$ cat src/rtl/ysyx_22050612_multicycle_alu.sv
// Handshaked EX-stage ALU: single-cycle integer ops plus iterative multiply and
// optional iterative unsigned divide (enabled by YSYX_22050612_ALU_DIV_EN).
module ysyx_22050612_multicycle_alu #(
    parameter int XLEN = 64,
    localparam int SHW = $clog2(XLEN)
) (
    input  logic            clk,
    input  logic            rst_n,
    input  logic            flush,
    input  logic            in_valid,
    output logic            in_ready,
    input  logic [7:0]      mode,
    input  logic [XLEN-1:0] A,
    input  logic [XLEN-1:0] B,
    output logic            out_valid,
    input  logic            out_ready,
    output logic [XLEN-1:0] Z,
    output logic            illegal
);

    localparam logic [7:0] M_ADD  = 8'd0;
    localparam logic [7:0] M_SUB  = 8'd1;
    localparam logic [7:0] M_SLT  = 8'd2;
    localparam logic [7:0] M_SLTU = 8'd3;
    localparam logic [7:0] M_OR   = 8'd4;
    localparam logic [7:0] M_AND  = 8'd6;
    localparam logic [7:0] M_XOR  = 8'd7;
    localparam logic [7:0] M_SLL  = 8'd8;
    localparam logic [7:0] M_SRL  = 8'd9;
    localparam logic [7:0] M_SRA  = 8'd10;
    localparam logic [7:0] M_MUL  = 8'd16;
`ifdef YSYX_22050612_ALU_DIV_EN
    localparam logic [7:0] M_DIVU = 8'd20;
    localparam logic [7:0] M_REMU = 8'd21;

    localparam logic [1:0] OP_MUL  = 2'd0;
    localparam logic [1:0] OP_DIVU = 2'd1;
    localparam logic [1:0] OP_REMU = 2'd2;
`endif

    typedef enum logic [1:0] {
        S_IDLE,
        S_BUSY,
        S_DONE
    } state_e;

    state_e          state_q, state_d;
    logic [SHW:0]    cnt_q, cnt_d;
    logic [XLEN-1:0] a_q, a_d;
    logic [XLEN-1:0] b_q, b_d;
    logic [XLEN-1:0] acc_q, acc_d;
    logic [XLEN-1:0] z_q, z_d;
    logic            illegal_q, illegal_d;
`ifdef YSYX_22050612_ALU_DIV_EN
    logic [1:0]      op_q, op_d;
    logic [1:0]      dec_op;
`endif

    logic [SHW-1:0]  shamt;
    logic [XLEN-1:0] single_z;
    logic            single_ill;
    logic            is_multi;

    assign shamt = B[SHW-1:0];

    // Decode: single-cycle results are computed directly from the issue operands.
    always_comb begin
        single_z   = '0;
        single_ill = 1'b0;
        is_multi   = 1'b0;
`ifdef YSYX_22050612_ALU_DIV_EN
        dec_op     = OP_MUL;
`endif
        case (mode)
            M_ADD:  single_z = A + B;
            M_SUB:  single_z = A - B;
            M_SLT:  single_z = {{(XLEN-1){1'b0}}, ($signed(A) < $signed(B))};
            M_SLTU: single_z = {{(XLEN-1){1'b0}}, (A < B)};
            M_OR:   single_z = A | B;
            M_AND:  single_z = A & B;
            M_XOR:  single_z = A ^ B;
            M_SLL:  single_z = A << shamt;
            M_SRL:  single_z = A >> shamt;
            M_SRA:  single_z = $signed(A) >>> shamt;
            M_MUL:  is_multi = 1'b1;
`ifdef YSYX_22050612_ALU_DIV_EN
            M_DIVU, M_REMU: begin
                dec_op = (mode == M_DIVU) ? OP_DIVU : OP_REMU;
                // Division by zero short-circuits to the RISC-V defined results.
                if (B == '0) begin
                    single_z = (mode == M_DIVU) ? '1 : A;
                end else begin
                    is_multi = 1'b1;
                end
            end
`endif
            default: single_ill = 1'b1;
        endcase
    end

    logic [XLEN-1:0] iter_a, iter_b, iter_acc, iter_res;
`ifdef YSYX_22050612_ALU_DIV_EN
    logic [XLEN:0]   rem_sh;
    logic [XLEN:0]   rem_diff;
    logic            q_bit;
`endif

    // One iteration. Multiply: acc += a when b LSB set, a<<=1, b>>=1.
    // Divide (restoring): acc is the partial remainder, a shifts dividend out
    // at the top and quotient bits in at the bottom.
    always_comb begin
        iter_acc = acc_q + (b_q[0] ? a_q : '0);
        iter_a   = a_q << 1;
        iter_b   = b_q >> 1;
        iter_res = iter_acc;
`ifdef YSYX_22050612_ALU_DIV_EN
        rem_sh   = {acc_q, a_q[XLEN-1]};
        rem_diff = rem_sh - {1'b0, b_q};
        q_bit    = ~rem_diff[XLEN];
        if (op_q != OP_MUL) begin
            iter_acc = q_bit ? rem_diff[XLEN-1:0] : rem_sh[XLEN-1:0];
            iter_a   = {a_q[XLEN-2:0], q_bit};
            iter_b   = b_q;
            iter_res = (op_q == OP_DIVU) ? iter_a : iter_acc;
        end
`endif
    end

    always_comb begin
        state_d   = state_q;
        cnt_d     = cnt_q;
        a_d       = a_q;
        b_d       = b_q;
        acc_d     = acc_q;
        z_d       = z_q;
        illegal_d = illegal_q;
`ifdef YSYX_22050612_ALU_DIV_EN
        op_d      = op_q;
`endif
        if (flush) begin
            state_d = S_IDLE;
            cnt_d   = '0;
        end else begin
            case (state_q)
                S_IDLE: begin
                    if (in_valid) begin
                        if (is_multi) begin
                            a_d     = A;
                            b_d     = B;
                            acc_d   = '0;
                            cnt_d   = (SHW+1)'(XLEN);
`ifdef YSYX_22050612_ALU_DIV_EN
                            op_d    = dec_op;
`endif
                            state_d = S_BUSY;
                        end else begin
                            z_d       = single_z;
                            illegal_d = single_ill;
                            state_d   = S_DONE;
                        end
                    end
                end
                S_BUSY: begin
                    a_d   = iter_a;
                    b_d   = iter_b;
                    acc_d = iter_acc;
                    cnt_d = cnt_q - 1'b1;
                    if (cnt_q == (SHW+1)'(1)) begin
                        z_d       = iter_res;
                        illegal_d = 1'b0;
                        state_d   = S_DONE;
                    end
                end
                S_DONE: begin
                    if (out_ready) begin
                        state_d = S_IDLE;
                    end
                end
                default: state_d = S_IDLE;
            endcase
        end
    end

    always_ff @(posedge clk or negedge rst_n) begin
        if (!rst_n) begin
            state_q   <= S_IDLE;
            cnt_q     <= '0;
            a_q       <= '0;
            b_q       <= '0;
            acc_q     <= '0;
            z_q       <= '0;
            illegal_q <= 1'b0;
`ifdef YSYX_22050612_ALU_DIV_EN
            op_q      <= OP_MUL;
`endif
        end else begin
            state_q   <= state_d;
            cnt_q     <= cnt_d;
            a_q       <= a_d;
            b_q       <= b_d;
            acc_q     <= acc_d;
            z_q       <= z_d;
            illegal_q <= illegal_d;
`ifdef YSYX_22050612_ALU_DIV_EN
            op_q      <= op_d;
`endif
        end
    end

    assign in_ready  = (state_q == S_IDLE);
    assign out_valid = (state_q == S_DONE);
    assign Z         = z_q;
    assign illegal   = illegal_q;

endmodule

$ cat config.mk
export PLATFORM = sky130hd
export DESIGN_NAME = ysyx_22050612_multicycle_alu
export DESIGN_NICKNAME = d
export VERILOG_FILES = /design/src/rtl/ysyx_22050612_multicycle_alu.sv
export SDC_FILE = /design/constraint.sdc
export NUM_CORES = 2
export LEC_CHECK = 0
export ABC_AREA = 1
export CORE_ASPECT_RATIO = 1.5
export CORE_MARGIN = 2
export CORE_UTILIZATION = 57
export DETAILED_ROUTE_END_ITERATION = 10
export HOLD_SLACK_MARGIN = 0.08
export PLACE_DENSITY_LB_ADDON = 0.05
export SETUP_SLACK_MARGIN = 0.4
export SLEW_MARGIN = 15
export SYNTH_ARGS = -nofsm -noshare
export SYNTH_HDL_FRONTEND = slang
export SYNTH_SLANG_ARGS = --single-unit
$ cat constraint.sdc
create_clock -name clk -period 2.4 [get_ports clk]
set_input_delay 0.72 -clock clk [delete_from_list [all_inputs] [get_ports clk]]
set_output_delay 0.72 -clock clk [all_outputs]
set_load 0.02 [all_outputs]
==> results of run 1 <==
==> stage by stage <==
| step | TNS [ns] | hold slack, ns |
|---|---|---|
| after floorplan | -15.63 | 0.424 |
| after global placement | -203.46 | 0.470 |
| after detailed placement | -215.86 | 0.479 |
| after CTS | -29.49 | 0.497 |
==> routing by layer <==
metal | track usage [%] | overflow
met5 | 35.2 | 1
met4 | 84.3 | 410
met3 | 67.1 | 6
met2 | 101 | 1093
met1 | 79.8 | 9
==> timing repair <==
| action | in CTS |
|---|---|
| hold buffers | 1 |
| cloned | 1 |
| gates resized for setup | 900 |
| hold endpoints to repair | 3 |
| pin swaps | 141 |
| buffers inserted | 46 |
| setup endpoints to repair | 333 |
==> logic make-up after synthesis <==
group,Yosys count
DFF,266
xor gates and xnor gates,13
and+or+nand+nor,4198
AOI/OAI and AO/OA,1225
adders and majority gates,266
buffers and inverters,1386
==> metrics.sh, run 1 <==
STATUS='stopped before the end'
LAST_STAGE_THE_FLOW_GOT_TO='global routing (5_1_grt)'
TOOLERRORMSG='[ERROR GRT-0116] Global routing finished with congestion. Check the congestion regions in the DRC Viewer.'
SYNTH_FF_TYPE='sky130_fd_sc_hd__dfrtp_1'
CLOCK-ROOT-BUFFER='sky130_fd_sc_hd__clkbuf_16'
SYNTH.LARGEST_AREA_CELL='sky130_fd_sc_hd__nand2_1'
POST_SYNTH_XOR_XNOR_AREA_PCT=0.282
GRT_PASS1_VIAS=71100
NUMCTSBUFFERS=28
DPL_WORST_SLACK_NS=-1.95
POST_SYNTHESIS_SEQUENTIAL_ELEMENT_COUNT=266
CTS_MAX_LEVEL=1
HPWL_MM=190
YOSYSSEQAREASHARE_PCT=16.5
FLOORPLAN.DIE.WIDTH_UM=221
YOSYSTOPAREACELLSHARE_PCT=20.7
DIE_HEIGHT_UM=330
GRT_PASS1_WL_MM=473
GRT-OVFL-TOTAL=1519
TOTAL_I_O_PIN_COUNT=208
GP_CONGESTION=1.34
SYNTH.AREA.TOP_CELLS='sky130_fd_sc_hd__nand2_1, sky130_fd_sc_hd__dfrtp_1, sky130_fd_sc_hd__nand3_1, sky130_fd_sc_hd__inv_1, sky130_fd_sc_hd__ha_1'
LARGEST_NET_DEGREE_AT_THE_START_OF_GLOBAL_ROUTING=89
POST_SYNTH_INSTANCE_AREA_UM2=40300
PLACE_INST=9683
COMBINATIONAL_FAMILY_WITH_THE_MOST_AREA_AFTER_SYNTHESIS='simple AND/OR/NAND/NOR gates'
CLOCK-SINKS=266
GLOBALROUTETOTALUTIL_PCT=82.4
POSTSYNTHAREAPERCELL_UM2=5.48
SYNTH-SIMPLE-AREA-SHARE_PCT=43.9
POST_SYNTH_INST_COUNT=7354
NUM_ROWS=119
MAXIMUM_CLOCK_INSERTION_BUFFER_COUNT=3
STARTING_UTILIZATION_OF_THE_CORE_AREA_PCT=57.5
YS_TOP_CELLS_BY_COUNT='sky130_fd_sc_hd__nand2_1, sky130_fd_sc_hd__nand3_1, sky130_fd_sc_hd__inv_1'
YOSYS.CELL_COUNT.TOP_TYPE='sky130_fd_sc_hd__nand2_1'
IO_BUFFERS=207
SYNTH_COMPOUND_AREA_SHARE_PCT=17.3
PLACE_AREA_UM2=55600
SYNTH_EDF_COUNT=0
SYNTHESIS.YOSYS.WARNINGS=0
SYN-NUM-NETS=7761
SYNTH_ADDER_AREA_SHARE_PCT=8.31
MUXSHAREOFSYNTHAREA_PCT=0
YS_TYPES=61
ASYNCSETRESETFLOPFRACSYNTH_PCT=100
==> run 2: changes to the inputs <==
CORE_ASPECT_RATIO = unset   (was 1.5)
CORE_UTILIZATION = 40   (was 57)
HOLD_SLACK_MARGIN = unset   (was 0.08)
PLACE_DENSITY_LB_ADDON = 0.15   (was 0.05)
SETUP_SLACK_MARGIN = unset   (was 0.4)
clock period = 3.1 ns   (was 2.4 ns; I/O delays follow)
==> metrics.sh, run 2 <==
STATUS='finished with violations'
VIOLATIONS='setup timing'
SYNTH.LARGEST_AREA_CELL='sky130_fd_sc_hd__nand2_1'
WORST_SETUP_PATH_END_KIND='flop'
POWER.DENSITY_nW_PER_UM2=382
ASYNCSETRESETFLOPFRACSYNTH_PCT=100
POSTROUTEANTENNANETS=0
MULTIINPUTGATEAREA_UM2=31600
GRT-OVFL-TOTAL=0
FIN_WORST_SKEW_NS=0.0274
WL_PER_CELL_UM=25.8
DETAIL_ROUTE.ITER0.VIOLATIONS=7535
GRT_PASS1_VIAS=56300
CLK_PIN_SLEW_NS=0.07
POST_SYNTHESIS_SEQUENTIAL_ELEMENT_COUNT=266
FINAL.MIN_CLOCK_PERIOD_NS=3.23
DRT_WL_TOTAL_MM=265
FILLERINSTANCES=9862
SYNTH.AREA.TOP_CELLS='sky130_fd_sc_hd__nand2_1, sky130_fd_sc_hd__dfrtp_1, sky130_fd_sc_hd__nand3_1, sky130_fd_sc_hd__inv_1, sky130_fd_sc_hd__ha_1'
CTS_MAX_LEVEL=1
DIE_HEIGHT_UM=322
CLOCK-ROOT-BUFFER='sky130_fd_sc_hd__clkbuf_16'
WORST_ENDPOINT_DATA_ARRIVAL_TIME_NS=3.74
SYNTH_EDF_COUNT=0
POSTSYNTHAREAPERCELL_UM2=5.48
LARGEST_NET_DEGREE_AT_THE_START_OF_GLOBAL_ROUTING=132
REGISTER_AREA_UM2=6660
ANTENNA_FOUND_INITIAL=14
SYNTH_FF_TYPE='sky130_fd_sc_hd__dfrtp_1'
WORST_EP_REQUIRED_TIME_NS=3.61
YOSYSTOPAREACELLSHARE_PCT=20.7
AREA_GROWTH_SYN_TO_LAYOUT_PCT=50.7
DPL_WORST_SLACK_NS=-1.36
GLOBALROUTETOTALUTIL_PCT=48.6
CRITICAL_PATH.MAX_FANOUT=4
WORSTHOLDPATHTYPE='in2async'
FINAL_LAYOUT_SIZE_SUFFIX_GT1_SHARE_PCT=29.1
TOP_LIBRARY_CELLS_BY_USAGE_IN_THE_LAYOUT_FILL_AND_TAPS_ASIDE='sky130_fd_sc_hd__nand2_1, sky130_fd_sc_hd__buf_4, sky130_fd_sc_hd__nand3_1'
HOLD_BUFFERS=0
GP_CONGESTION=1.13
STARTING_UTILIZATION_OF_THE_CORE_AREA_PCT=40.3
TIMING.FINAL.CRIT_SHARE_PCT=104
MAX_FREQ_GHz=0.310
MAXIMUM_CLOCK_INSERTION_BUFFER_COUNT=3
FINAL_COMMON_CELL='sky130_fd_sc_hd__nand2_1'
DRT_PASS1_ITERATIONS=9
TOTAL_I_O_PIN_COUNT=208
PLACE_AREA_UM2=55800
ROUTE.DETAILED.DRC=0
FINALHOLDVIOLATIONS=0
FIN_HOLD_WS_NS=0.261
CLOCK-SINKS=266
VIASPERCELL=5.81
POST_SYNTH_INST_COUNT=7354
POWER.IR.VDD_WORST_mV=0.419
NUMCTSBUFFERS=31
POST_SYNTH_INSTANCE_AREA_UM2=40300
HPWL_MM=220
TIMING.SLEW.HEADROOM_PCT=26.7
CRITICAL_PATH.STARTPOINT_TYPE='input port'
NUM_ROWS=116
FINAL_CELL_AREA_UM2=60800
SYNTHESIS.YOSYS.WARNINGS=0
AREA_ENCLOSED_BY_THE_DIE_BOUNDARY_UM2=103000
POST-ROUTE-WORST-SETUP-SLACK_NS=-0.129
GRT_PASS1_WL_MM=366
IO_BUFFERS=207
TRITONCTS='yes'
FLOORPLAN.DIE.WIDTH_UM=322
YOSYSSEQAREASHARE_PCT=16.5
REPORTED_LEAKAGE_POWER_nW=31.5
GRT_SETUP_UNREPAIRED='true'
YS_TYPES=61
LAYOUT.NETS=9361
COREAREA_UM2=100000
COUNT_OF_ENDPOINTS_FAILING_SETUP_IN_THE_FINAL_REPORT=20
TIMING.FINAL.MAX_SLEW_VIOLATIONS=0
YS_TOP_CELLS_BY_COUNT='sky130_fd_sc_hd__nand2_1, sky130_fd_sc_hd__nand3_1, sky130_fd_sc_hd__inv_1'
WORST-SLEW-PIN-TRANSITION_NS=1.09
MAXCAPVIOLATIONS=0
YOSYS.CELL_COUNT.TOP_TYPE='sky130_fd_sc_hd__nand2_1'
SYN-NUM-NETS=7761
WORSTSETUPPATHTYPE='in2reg'
CLOCK_INSERTION_DELAY_WORST_SKEW_NS=0.64
ROUTED-VIA-COUNT=59700
-- run 2: cell counts after synthesis --
Identical to the previous run, type by type.
-- run 2: layout make-up --
| cell class | count | area share (%) |
|---|---|---|
| antenna | 5 | 0.0206 |
| clock buffer | 40 | 1.38 |
| clock inverter | 17 | 0.296 |
| inverter | 1047 | 6.52 |
| multi-input combinational | 5702 | 52.0 |
| sequential | 266 | 11.0 |
| tap | 1298 | 2.67 |
| timing repair buffer | 1906 | 26.2 |
-- run 2: cells by family (layout without fill, tap and decap cells) --
kind of cell	count (synthesis)	count (layout)	synth area share, %
buffers and inverters	1386	3010	13.7
other	0	5	0
adder cells (fa/ha/maj)	266	266	8.31
flip-flops	266	266	16.5
XOR/XNOR	13	13	0.282
AO/OA/AOI/OAI	1225	1225	17.3
AND/OR/NAND/NOR	4198	4198	43.9
-- run 2: path summary, 6_finish.rpt --
kind                             start  slack [ns]  cells after the start       end
max in group asynchronous        rst_n        2.08                      2    b_q[4]
worst max register to register  b_q[0]       -0.09                     18     Z[56]
worst min-delay path             rst_n        0.26                      1  cnt_q[0]
min in group clk                 Z[55]        0.48                      2     Z[55]
worst max-delay path             A[40]       -0.13                     21     Z[55]
worst min register to register   Z[55]        0.48                      2     Z[55]
-- run 2: worst max-delay path: stages --
cell and delay [ns]:
sky130_fd_sc_hd__clkdlybuf4s50_1 0.48, sky130_fd_sc_hd__buf_6 0.15, sky130_fd_sc_hd__inv_1 0.09, sky130_fd_sc_hd__ha_4 0.27, sky130_fd_sc_hd__buf_4 0.14, sky130_fd_sc_hd__nor2_4 0.19, sky130_fd_sc_hd__nand2_2 0.09, sky130_fd_sc_hd__buf_4 0.14
sky130_fd_sc_hd__nor2_1 0.12, sky130_fd_sc_hd__nand2_1 0.13, sky130_fd_sc_hd__nor2_1 0.13, sky130_fd_sc_hd__nand2_1 0.12, sky130_fd_sc_hd__nand3_1 0.09, sky130_fd_sc_hd__nand2_1 0.06, sky130_fd_sc_hd__nand3_1 0.07, sky130_fd_sc_hd__nand3_1 0.10
sky130_fd_sc_hd__buf_6 0.17, sky130_fd_sc_hd__nand2_1 0.06, sky130_fd_sc_hd__nand2_1 0.06, sky130_fd_sc_hd__nand2_1 0.06, sky130_fd_sc_hd__nand2_1 0.05
-- run 2: metrics by stage --
stage	instances	total power, W	setup TNS, ns	utilization [%]
final	10300	0.0232	-0.701	60.8
after global routing	10300	0.0243	-4.81	60.8
after CTS	10300	0.0219	-0.0707	58.2
after detailed placement	10200	0.0177	-138.72	55.8
after global placement	10200	0.0175	-112.93	55.8
after floorplan	7354	0.0114	-0.00716	-
-- run 2: timing repair --
| item | 4_1_cts | 5_1_grt |
|---|---|---|
| cloned | 0 | 3 |
| gates resized for setup | 388 | 729 |
| buffers inserted | 14 | 21 |
| pin swaps | 41 | 98 |
| setup endpoints to repair | 63 | 166 |
-- run 2: where the power goes --
part           switching, W  leakage, nW  internal (W)  total (W)
combinational       0.00833         27.6       0.00561     0.0139
clock               0.00177        0.486       0.00209    0.00386
sequential         0.000795         3.37       0.00465    0.00544
-- run 2: layer usage --
metal | up-vias | routed length [um] | track usage, % | share of wire [%]
met5 | - | 43 | 0 | 0.016
met4 | 6 | 24300 | 35.6 | 9.2
met3 | 1009 | 30700 | 13.0 | 12
met1 | 27800 | 95400 | 56.7 | 36
met2 | 3709 | 114000 | 76.8 | 43
li1 | 27100 | - | - | -
Note: power is estimated with default switching activity, not from simulation.
